File: config.mk
export PLATFORM = sky130hd
export DESIGN_NAME = pipe_hazard_ctrl_flat
export DESIGN_NICKNAME = d
export VERILOG_FILES = /design/src/rtl/pipe_ctrl_pkg.sv /design/src/rtl/pipe_hazard_ctrl_if.sv /design/src/rtl/fwd_unit.sv /design/src/rtl/pipe_hazard_ctrl.sv /design/src/flat_wrapper.sv
export SDC_FILE = /design/constraint.sdc
export NUM_CORES = 1
export LEC_CHECK = 0
export ABC_AREA = 1
export CAP_MARGIN = 10
export CELL_PAD_IN_SITES_DETAIL_PLACEMENT = 1
export CELL_PAD_IN_SITES_GLOBAL_PLACEMENT = 1
export CORE_ASPECT_RATIO = 0.7
export CORE_MARGIN = 1.5
export CORE_UTILIZATION = 38
export CTS_BUF_LIST = sky130_fd_sc_hd__clkbuf_8
export CTS_CLUSTER_SIZE = 30
export DETAILED_ROUTE_END_ITERATION = 10
export PLACE_DENSITY = 0.95
export SKIP_LAST_GASP = 1
export SLEW_MARGIN = 20
export SYNTH_ARGS = -nofsm -noshare
export SYNTH_HDL_FRONTEND = slang
export SYNTH_HIERARCHICAL = 1
export SYNTH_SLANG_ARGS = --single-unit
File: constraint.sdc
create_clock -name clk -period 5.07 [get_ports clk]
set_input_delay 1.2675 -clock clk [delete_from_list [all_inputs] [get_ports clk]]
set_output_delay 1.2675 -clock clk [all_outputs]
set_load 0.02 [all_outputs]
File: src/rtl/pipe_ctrl_pkg.sv
// Shared types and constants for the pipeline hazard controller.
package pipe_ctrl_pkg;

    localparam int REG_IDX_W = 5;

    typedef logic [REG_IDX_W-1:0] reg_idx_t;

    // Operand source select for the EX-stage ALU inputs
    typedef enum logic [1:0] {
        FWD_RF  = 2'b00,
        FWD_WB  = 2'b01,
        FWD_MEM = 2'b10
    } fwd_sel_e;

    // Memory-freeze sequencer states
    typedef enum logic [0:0] {
        RUN      = 1'b0,
        MEM_WAIT = 1'b1
    } hz_state_e;

    // Instruction the IF/ID register injects when flushed (addi x0, x0, 0)
    localparam logic [31:0] NOP_INST = 32'h00000013;

    // True when a writing stage targets a real register that matches a source index
    function automatic logic regMatch(input logic we, input reg_idx_t rd, input reg_idx_t rs);
        return we && (rd != '0) && (rd == rs);
    endfunction

endpackage

File: src/rtl/pipe_hazard_ctrl_if.sv
// Bundle of stage-side inputs and control outputs of the hazard controller.
// The datapath side uses the master modport, the controller the slave modport.
interface pipe_hazard_ctrl_if
    import pipe_ctrl_pkg::*;
#(
    parameter int CNT_W = 32
);

    // Decode stage
    reg_idx_t          rs1_d;
    reg_idx_t          rs2_d;
    // Execute stage
    reg_idx_t          rs1_e;
    reg_idx_t          rs2_e;
    reg_idx_t          rd_e;
    logic              memread_e;
    logic              br_taken_e;
    // Memory stage
    reg_idx_t          rd_m;
    logic              regwrite_m;
    logic              dmem_req_m;
    logic              dmem_ready;
    // Writeback stage
    reg_idx_t          rd_w;
    logic              regwrite_w;

    // Pipeline controls
    logic              stall_f;
    logic              stall_d;
    logic              flush_d;
    logic              stall_e;
    logic              flush_e;
    logic              stall_m;
    logic              flush_w;
    fwd_sel_e          fwd_a_e;
    fwd_sel_e          fwd_b_e;
    // Status and performance
    logic              mem_timeout;
    logic [CNT_W-1:0]  stall_cycles;
    logic [CNT_W-1:0]  flush_events;

    modport master (
        output rs1_d, rs2_d, rs1_e, rs2_e, rd_e, memread_e, br_taken_e,
               rd_m, regwrite_m, dmem_req_m, dmem_ready, rd_w, regwrite_w,
        input  stall_f, stall_d, flush_d, stall_e, flush_e, stall_m, flush_w,
               fwd_a_e, fwd_b_e, mem_timeout, stall_cycles, flush_events
    );

    modport slave (
        input  rs1_d, rs2_d, rs1_e, rs2_e, rd_e, memread_e, br_taken_e,
               rd_m, regwrite_m, dmem_req_m, dmem_ready, rd_w, regwrite_w,
        output stall_f, stall_d, flush_d, stall_e, flush_e, stall_m, flush_w,
               fwd_a_e, fwd_b_e, mem_timeout, stall_cycles, flush_events
    );

endinterface

File: src/rtl/fwd_unit.sv
// Forwarding select for one EX-stage source operand.
module fwd_unit
    import pipe_ctrl_pkg::*;
(
    input  reg_idx_t rs_i,
    input  reg_idx_t rd_m_i,
    input  logic     regwrite_m_i,
    input  reg_idx_t rd_w_i,
    input  logic     regwrite_w_i,
    output fwd_sel_e sel_o
);

    // MEM holds the younger result, so it wins over WB when both target the same register
    always_comb begin
        sel_o = FWD_RF;
        if (regMatch(regwrite_m_i, rd_m_i, rs_i)) begin
            sel_o = FWD_MEM;
        end else if (regMatch(regwrite_w_i, rd_w_i, rs_i)) begin
            sel_o = FWD_WB;
        end
    end

endmodule

File: src/rtl/pipe_hazard_ctrl.sv
// Hazard and sequencing controller for the five-stage core: stall/flush
// priority, EX forwarding, data-memory freeze FSM with watchdog, and
// performance counters.
module pipe_hazard_ctrl
    import pipe_ctrl_pkg::*;
#(
    parameter int TIMEOUT = 255,
    parameter int CNT_W   = 32
) (
    input  logic                clk,
    input  logic                rst,
    pipe_hazard_ctrl_if.slave   hz
);

    localparam int WAIT_W_RAW = $clog2(TIMEOUT + 1);
    localparam int WAIT_W     = (WAIT_W_RAW < 8) ? 8 : WAIT_W_RAW;
    localparam logic [WAIT_W-1:0] TIMEOUT_CNT = WAIT_W'(TIMEOUT);

    localparam logic [0:0] S_RUN      = RUN;
    localparam logic [0:0] S_MEM_WAIT = MEM_WAIT;

    logic              loadUse;
    logic              freeze;
    logic              stallF;
    logic              stallD;
    logic              flushD;
    logic              stallE;
    logic              flushE;
    logic              stallM;
    logic              flushW;
    fwd_sel_e          fwdA;
    fwd_sel_e          fwdB;

    logic [0:0]        state_q;
    logic [0:0]        state_d;
    logic [WAIT_W-1:0] waitCnt_q;
    logic [WAIT_W-1:0] waitCnt_d;
    logic              memTimeout_q;
    logic              memTimeout_d;
    logic [CNT_W-1:0]  stallCycles_q;
    logic [CNT_W-1:0]  stallCycles_d;
    logic [CNT_W-1:0]  flushEvents_q;
    logic [CNT_W-1:0]  flushEvents_d;

    fwd_unit uFwdA (
        .rs_i         (hz.rs1_e),
        .rd_m_i       (hz.rd_m),
        .regwrite_m_i (hz.regwrite_m),
        .rd_w_i       (hz.rd_w),
        .regwrite_w_i (hz.regwrite_w),
        .sel_o        (fwdA)
    );

    fwd_unit uFwdB (
        .rs_i         (hz.rs2_e),
        .rd_m_i       (hz.rd_m),
        .regwrite_m_i (hz.regwrite_m),
        .rd_w_i       (hz.rd_w),
        .regwrite_w_i (hz.regwrite_w),
        .sel_o        (fwdB)
    );

    // Raw hazard conditions: a load feeding the decode instruction, and a pending memory access
    always_comb begin
        loadUse = hz.memread_e && (hz.rd_e != '0) &&
                  ((hz.rd_e == hz.rs1_d) || (hz.rd_e == hz.rs2_d));
        freeze  = hz.dmem_req_m && !hz.dmem_ready;
    end

    // Resolve freeze > redirect > load-use; a held redirect fires once the freeze lifts
    always_comb begin
        stallF = 1'b0;
        stallD = 1'b0;
        flushD = 1'b0;
        stallE = 1'b0;
        flushE = 1'b0;
        stallM = 1'b0;
        flushW = 1'b0;
        if (!rst) begin
            if (freeze) begin
                stallF = 1'b1;
                stallD = 1'b1;
                stallE = 1'b1;
                stallM = 1'b1;
                flushW = 1'b1;
            end else if (hz.br_taken_e) begin
                flushD = 1'b1;
                flushE = 1'b1;
            end else if (loadUse) begin
                stallF = 1'b1;
                stallD = 1'b1;
                flushE = 1'b1;
            end
        end
    end

    // Freeze sequencer and watchdog; a dropped request without ready also returns to RUN
    always_comb begin
        state_d      = state_q;
        waitCnt_d    = '0;
        memTimeout_d = memTimeout_q;
        if (state_q == S_RUN) begin
            if (freeze) begin
                state_d = S_MEM_WAIT;
            end
        end else begin
            if (waitCnt_q != TIMEOUT_CNT) begin
                waitCnt_d = waitCnt_q + WAIT_W'(1);
            end else begin
                waitCnt_d = waitCnt_q;
            end
            if (waitCnt_d == TIMEOUT_CNT) begin
                memTimeout_d = 1'b1;
            end
            if (hz.dmem_ready || !hz.dmem_req_m) begin
                state_d = S_RUN;
            end
        end
    end

    // Performance counters wrap naturally at their width
    always_comb begin
        stallCycles_d = stallCycles_q + CNT_W'(stallD);
        flushEvents_d = flushEvents_q + CNT_W'(flushD);
    end

    // State registers with synchronous reset
    always_ff @(posedge clk) begin
        if (rst) begin
            state_q       <= S_RUN;
            waitCnt_q     <= '0;
            memTimeout_q  <= 1'b0;
            stallCycles_q <= '0;
            flushEvents_q <= '0;
        end else begin
            state_q       <= state_d;
            waitCnt_q     <= waitCnt_d;
            memTimeout_q  <= memTimeout_d;
            stallCycles_q <= stallCycles_d;
            flushEvents_q <= flushEvents_d;
        end
    end

    // Every output reads zero while reset is held
    assign hz.stall_f      = stallF;
    assign hz.stall_d      = stallD;
    assign hz.flush_d      = flushD;
    assign hz.stall_e      = stallE;
    assign hz.flush_e      = flushE;
    assign hz.stall_m      = stallM;
    assign hz.flush_w      = flushW;
    assign hz.fwd_a_e      = rst ? FWD_RF : fwdA;
    assign hz.fwd_b_e      = rst ? FWD_RF : fwdB;
    assign hz.mem_timeout  = memTimeout_q && !rst;
    assign hz.stall_cycles = rst ? '0 : stallCycles_q;
    assign hz.flush_events = rst ? '0 : flushEvents_q;

endmodule
File: src/flat_wrapper.sv
// flat-port wrapper written by rule: the top's interface ports become plain ports
module pipe_hazard_ctrl_flat import pipe_ctrl_pkg::*;
#(
    parameter int TIMEOUT = 255,
    parameter int CNT_W   = 32
)
  (clk, rst, hz_rs1_d, hz_rs2_d, hz_rs1_e, hz_rs2_e, hz_rd_e, hz_memread_e, hz_br_taken_e, hz_rd_m, hz_regwrite_m, hz_dmem_req_m, hz_dmem_ready, hz_rd_w, hz_regwrite_w, hz_stall_f, hz_stall_d, hz_flush_d, hz_stall_e, hz_flush_e, hz_stall_m, hz_flush_w, hz_fwd_a_e, hz_fwd_b_e, hz_mem_timeout, hz_stall_cycles, hz_flush_events);
  pipe_hazard_ctrl_if #(.CNT_W(CNT_W)) hz_i ();
  input  logic clk;
  input  logic rst;
  input wire logic [$bits(hz_i.rs1_d)-1:0] hz_rs1_d;
  input wire logic [$bits(hz_i.rs2_d)-1:0] hz_rs2_d;
  input wire logic [$bits(hz_i.rs1_e)-1:0] hz_rs1_e;
  input wire logic [$bits(hz_i.rs2_e)-1:0] hz_rs2_e;
  input wire logic [$bits(hz_i.rd_e)-1:0] hz_rd_e;
  input wire logic [$bits(hz_i.memread_e)-1:0] hz_memread_e;
  input wire logic [$bits(hz_i.br_taken_e)-1:0] hz_br_taken_e;
  input wire logic [$bits(hz_i.rd_m)-1:0] hz_rd_m;
  input wire logic [$bits(hz_i.regwrite_m)-1:0] hz_regwrite_m;
  input wire logic [$bits(hz_i.dmem_req_m)-1:0] hz_dmem_req_m;
  input wire logic [$bits(hz_i.dmem_ready)-1:0] hz_dmem_ready;
  input wire logic [$bits(hz_i.rd_w)-1:0] hz_rd_w;
  input wire logic [$bits(hz_i.regwrite_w)-1:0] hz_regwrite_w;
  output wire logic [$bits(hz_i.stall_f)-1:0] hz_stall_f;
  output wire logic [$bits(hz_i.stall_d)-1:0] hz_stall_d;
  output wire logic [$bits(hz_i.flush_d)-1:0] hz_flush_d;
  output wire logic [$bits(hz_i.stall_e)-1:0] hz_stall_e;
  output wire logic [$bits(hz_i.flush_e)-1:0] hz_flush_e;
  output wire logic [$bits(hz_i.stall_m)-1:0] hz_stall_m;
  output wire logic [$bits(hz_i.flush_w)-1:0] hz_flush_w;
  output wire logic [$bits(hz_i.fwd_a_e)-1:0] hz_fwd_a_e;
  output wire logic [$bits(hz_i.fwd_b_e)-1:0] hz_fwd_b_e;
  output wire logic [$bits(hz_i.mem_timeout)-1:0] hz_mem_timeout;
  output wire logic [$bits(hz_i.stall_cycles)-1:0] hz_stall_cycles;
  output wire logic [$bits(hz_i.flush_events)-1:0] hz_flush_events;
  assign hz_i.rs1_d = hz_rs1_d;
  assign hz_i.rs2_d = hz_rs2_d;
  assign hz_i.rs1_e = hz_rs1_e;
  assign hz_i.rs2_e = hz_rs2_e;
  assign hz_i.rd_e = hz_rd_e;
  assign hz_i.memread_e = hz_memread_e;
  assign hz_i.br_taken_e = hz_br_taken_e;
  assign hz_i.rd_m = hz_rd_m;
  assign hz_i.regwrite_m = hz_regwrite_m;
  assign hz_i.dmem_req_m = hz_dmem_req_m;
  assign hz_i.dmem_ready = hz_dmem_ready;
  assign hz_i.rd_w = hz_rd_w;
  assign hz_i.regwrite_w = hz_regwrite_w;
  assign hz_stall_f = hz_i.stall_f;
  assign hz_stall_d = hz_i.stall_d;
  assign hz_flush_d = hz_i.flush_d;
  assign hz_stall_e = hz_i.stall_e;
  assign hz_flush_e = hz_i.flush_e;
  assign hz_stall_m = hz_i.stall_m;
  assign hz_flush_w = hz_i.flush_w;
  assign hz_fwd_a_e = hz_i.fwd_a_e;
  assign hz_fwd_b_e = hz_i.fwd_b_e;
  assign hz_mem_timeout = hz_i.mem_timeout;
  assign hz_stall_cycles = hz_i.stall_cycles;
  assign hz_flush_events = hz_i.flush_events;
  pipe_hazard_ctrl #(.TIMEOUT(TIMEOUT), .CNT_W(CNT_W)) u_core (.clk(clk), .rst(rst), .hz(hz_i));
endmodule
==> results_dict.tcl, run 1 <==
set metrics [dict create \
    status "finished, final reports clean" \
    grt_max_degree 67 \
    place_ws_ns 0.593 \
    clock.fmax_mhz 224 \
    cts_buffers 9 \
    worst_slack_ns 0.614 \
    yosys.area_share.simple 0.453 \
    path_cells "clkdlybuf4s50_1, inv_1, nand2_1, nand2_1, nor2_1, nand3_1, nor2_2, inv_1, nor2_1, clkdlybuf4s50_1" \
    h-tree-depth 3 \
    timing.rr.start "u_core/flushEvents_q[0]$_SDFF_PP0_" \
    synth_edf_count 0 \
    ant_nets 0 \
    whs_path_depth 2 \
    via_per_inst 5.14 \
    regArea_um2 1480 \
    maxCapViolCount 0 \
    end_kind "output pin" \
    synthArstFlopShare 0 \
    die_h_um 99.6 \
    drive_gt1_frac 0.0787 \
    hold_class "reg -> reg" \
    tightest_slew_ns 0.532 \
    synthAdderAreaFrac 0.0123 \
    seq_area_frac_synth 0.292 \
    synth_cells 862 \
    synth_top_family_by_area "simple AND/OR/NAND/NOR gates" \
    initial_core_util 0.387 \
    gp_congestion 0.897 \
    hold_viol 0 \
    worst-path-max-fanout 4 \
    final_cell_mix "nand2_1, nor2_1, inv_1, clkdlybuf4s50_1, dfxtp_1" \
    clock-sinks 74 \
    r2r_end "u_core/flushEvents_q[18]$_SDFF_PP0_" \
    synth.largest_area_cell "dfxtp_1" \
    cp-start-kind "input port" \
    synth_top_area_frac 0.292 \
    grt_pass1_wl_mm 29.2 \
    fill_cells 1830 \
    synthXorXnorAreaFrac 0.0190 \
    rows 35 \
    leakagePower_nw 2.37 \
    reg2reg_slack_ns 3.23 \
    postSynthNetCount 910 \
    clock_latency_ns 0.36 \
    dr.pass1.iters 5 \
    synth.mux.area_fraction 0 \
    ys_types 32 \
    dieArea_um2 14000 \
    drt-initial-drc-count 349 \
    synth_seq_cells 74 \
    nets 1022 \
    drt-wirelength-per-cell_um 15.5 \
    critPathSlowestCell "clkdlybuf4s50_1" \
    cts.reportedPaths.clkPinSlew_ns 0.07 \
    skew_ns 0.0134 \
    portBuffers 118 \
    worst_path_largest_cell_delay_ns 0.60 \
    syn_to_final_growth_pct 30.2 \
    cts_tree "done" \
    antenna_found_initial 0 \
    diodes 0 \
    placedCellCount 1129 \
    final_common_cell "nand2_1" \
    synth_ff_type "dfxtp_1" \
    min_from "u_core/memTimeout_q$_SDFFE_PP0P_" \
    final_cells 1145 \
    multi_input_area_um2 2980 \
    yosysWarnings 6 \
    holdPathEnd "u_core/memTimeout_q$_SDFFE_PP0P_" \
    powerDensity_nw_per_um2 182 \
    critPathArrivalTime_ns 3.19 \
    drc_errors 0 \
    maxSlewViolCount 0 \
    syn_area_per_cell_um2 5.88 \
    clock_path_buffers 2 \
    die-width_um 141 \
    grt-ovfl-total 0 \
    cts_resized 0 \
    io_pins 119 \
    layout_min_cycle_time_ns 4.46 \
    rsz0062_at_grt "false" \
    cp.required_ns 3.80 \
    critPathKind "in -> out" \
    tns_ns 0 \
    clockRootBuffer "clkbuf_8" \
    setup_violations 0 \
    slew_headroom 0.644 \
    grtUsageTotal 0.259 \
    postCtsSetupRepairBufs 0 \
    synth-compound-area-share 0.102 \
    post-route-period-util 0.879 \
    synth_area_leaders "dfxtp_1, nand2_1, nor2_1" \
    syn-cell-area_um2 5070 \
    via_count 5888 \
    ff2ff_path_depth 9 \
    holdBufCountCts 0 \
    ir_drop_mv 0.116 \
    finalWirelength_mm 17.8 \
    core_um2 13100 \
    post-dp-hpwl_mm 14.0 \
    grt_pass1_vias 5858 \
]
-- routing by layer --
metal,GRT usage,share of wire,vias up
met3,0.0568,0.060,25
met4,0.0681,0.016,0
met2,0.407,0.44,182
met5,0,0,-
met1,0.360,0.49,2793
li1,-,-,2888
-- power breakdown --
part           leakage, nW  total [mW]  switching (mW)  internal [mW]
Combinational         1.67       0.130          0.0732         0.0572
Clock                0.103       0.484           0.233          0.252
Sequential           0.596       0.584         0.00131          0.583
-- cell type report --
class,instances,share of cell area
clock inverter,5,0.00816
clock buffer,11,0.0230
tap,166,0.0315
inverter,138,0.0786
timing repair buffer,120,0.183
sequential,74,0.225
multi-input combinational,631,0.451
-- registers in the layout (all words and copies together), names as in the netlist --
signal and cells:
u_core/memTimeout_q 1, u_core/stallCycles_q 32, u_core/flushEvents_q 32, u_core/waitCnt_q 8
u_core/state_q 1
-- cell families (layout without fill, tap and decap cells) --
kind of cell | count (synthesis) | in the layout
simple gates | 515 | 515
buf+inv | 157 | 274
compound gates | 100 | 100
flops | 74 | 74
xor+xnor | 11 | 11
fa+ha+maj | 5 | 5
-- metrics by stage --
stage	power, mW	hold slack [ns]	instance area (um2)	utilization
2_1_floorplan	0.662	0.421	5070	-
3_3_place_gp	0.723	0.437	6390	0.488
3_5_place_dp	0.727	0.448	6390	0.488
4_1_cts	1.21	0.466	6590	0.504
5_1_grt	1.25	0.489	6590	0.504
6_report	1.20	0.463	6590	0.504
-- synthesized netlist by cell type (10+ instances only) --
library cell and instances:
nor2_1 170, nor2_2 14, dfxtp_1 74, nand2_2 11, nand2_1 216, nor3_1 15, o21ai_0 34, inv_1 128
inv_2 10, a21oi_1 54, clkbuf_1 13, nand3_1 58
-- worst max-delay path: cells and delay by family --
kind | cells | cell delay (ns)
buffers and inverters | 4 | 1.36
and+or+nand+nor | 6 | 0.56
-- how the worst max path moves through the flow --
stage                     from            end  cells after the start
floorplan                  rst     hz_stall_f                      4
global placement    hz_rd_e[3]     hz_stall_d                     10
detailed placement  hz_rd_e[1]     hz_stall_f                     10
CTS                 hz_rd_e[1]     hz_stall_f                     10
global route        hz_rd_e[3]     hz_stall_d                     10
finish              hz_rd_m[3]  hz_fwd_b_e[1]                     10
No activity file was read; power rests on OpenSTA's default activity.
==> run 2, diff against run 1 <==
Settings changed: SLEW_MARGIN 20 to 25.
==> results of run 2 <==
Final layout, timing and power as in run 1 (identical DEF).
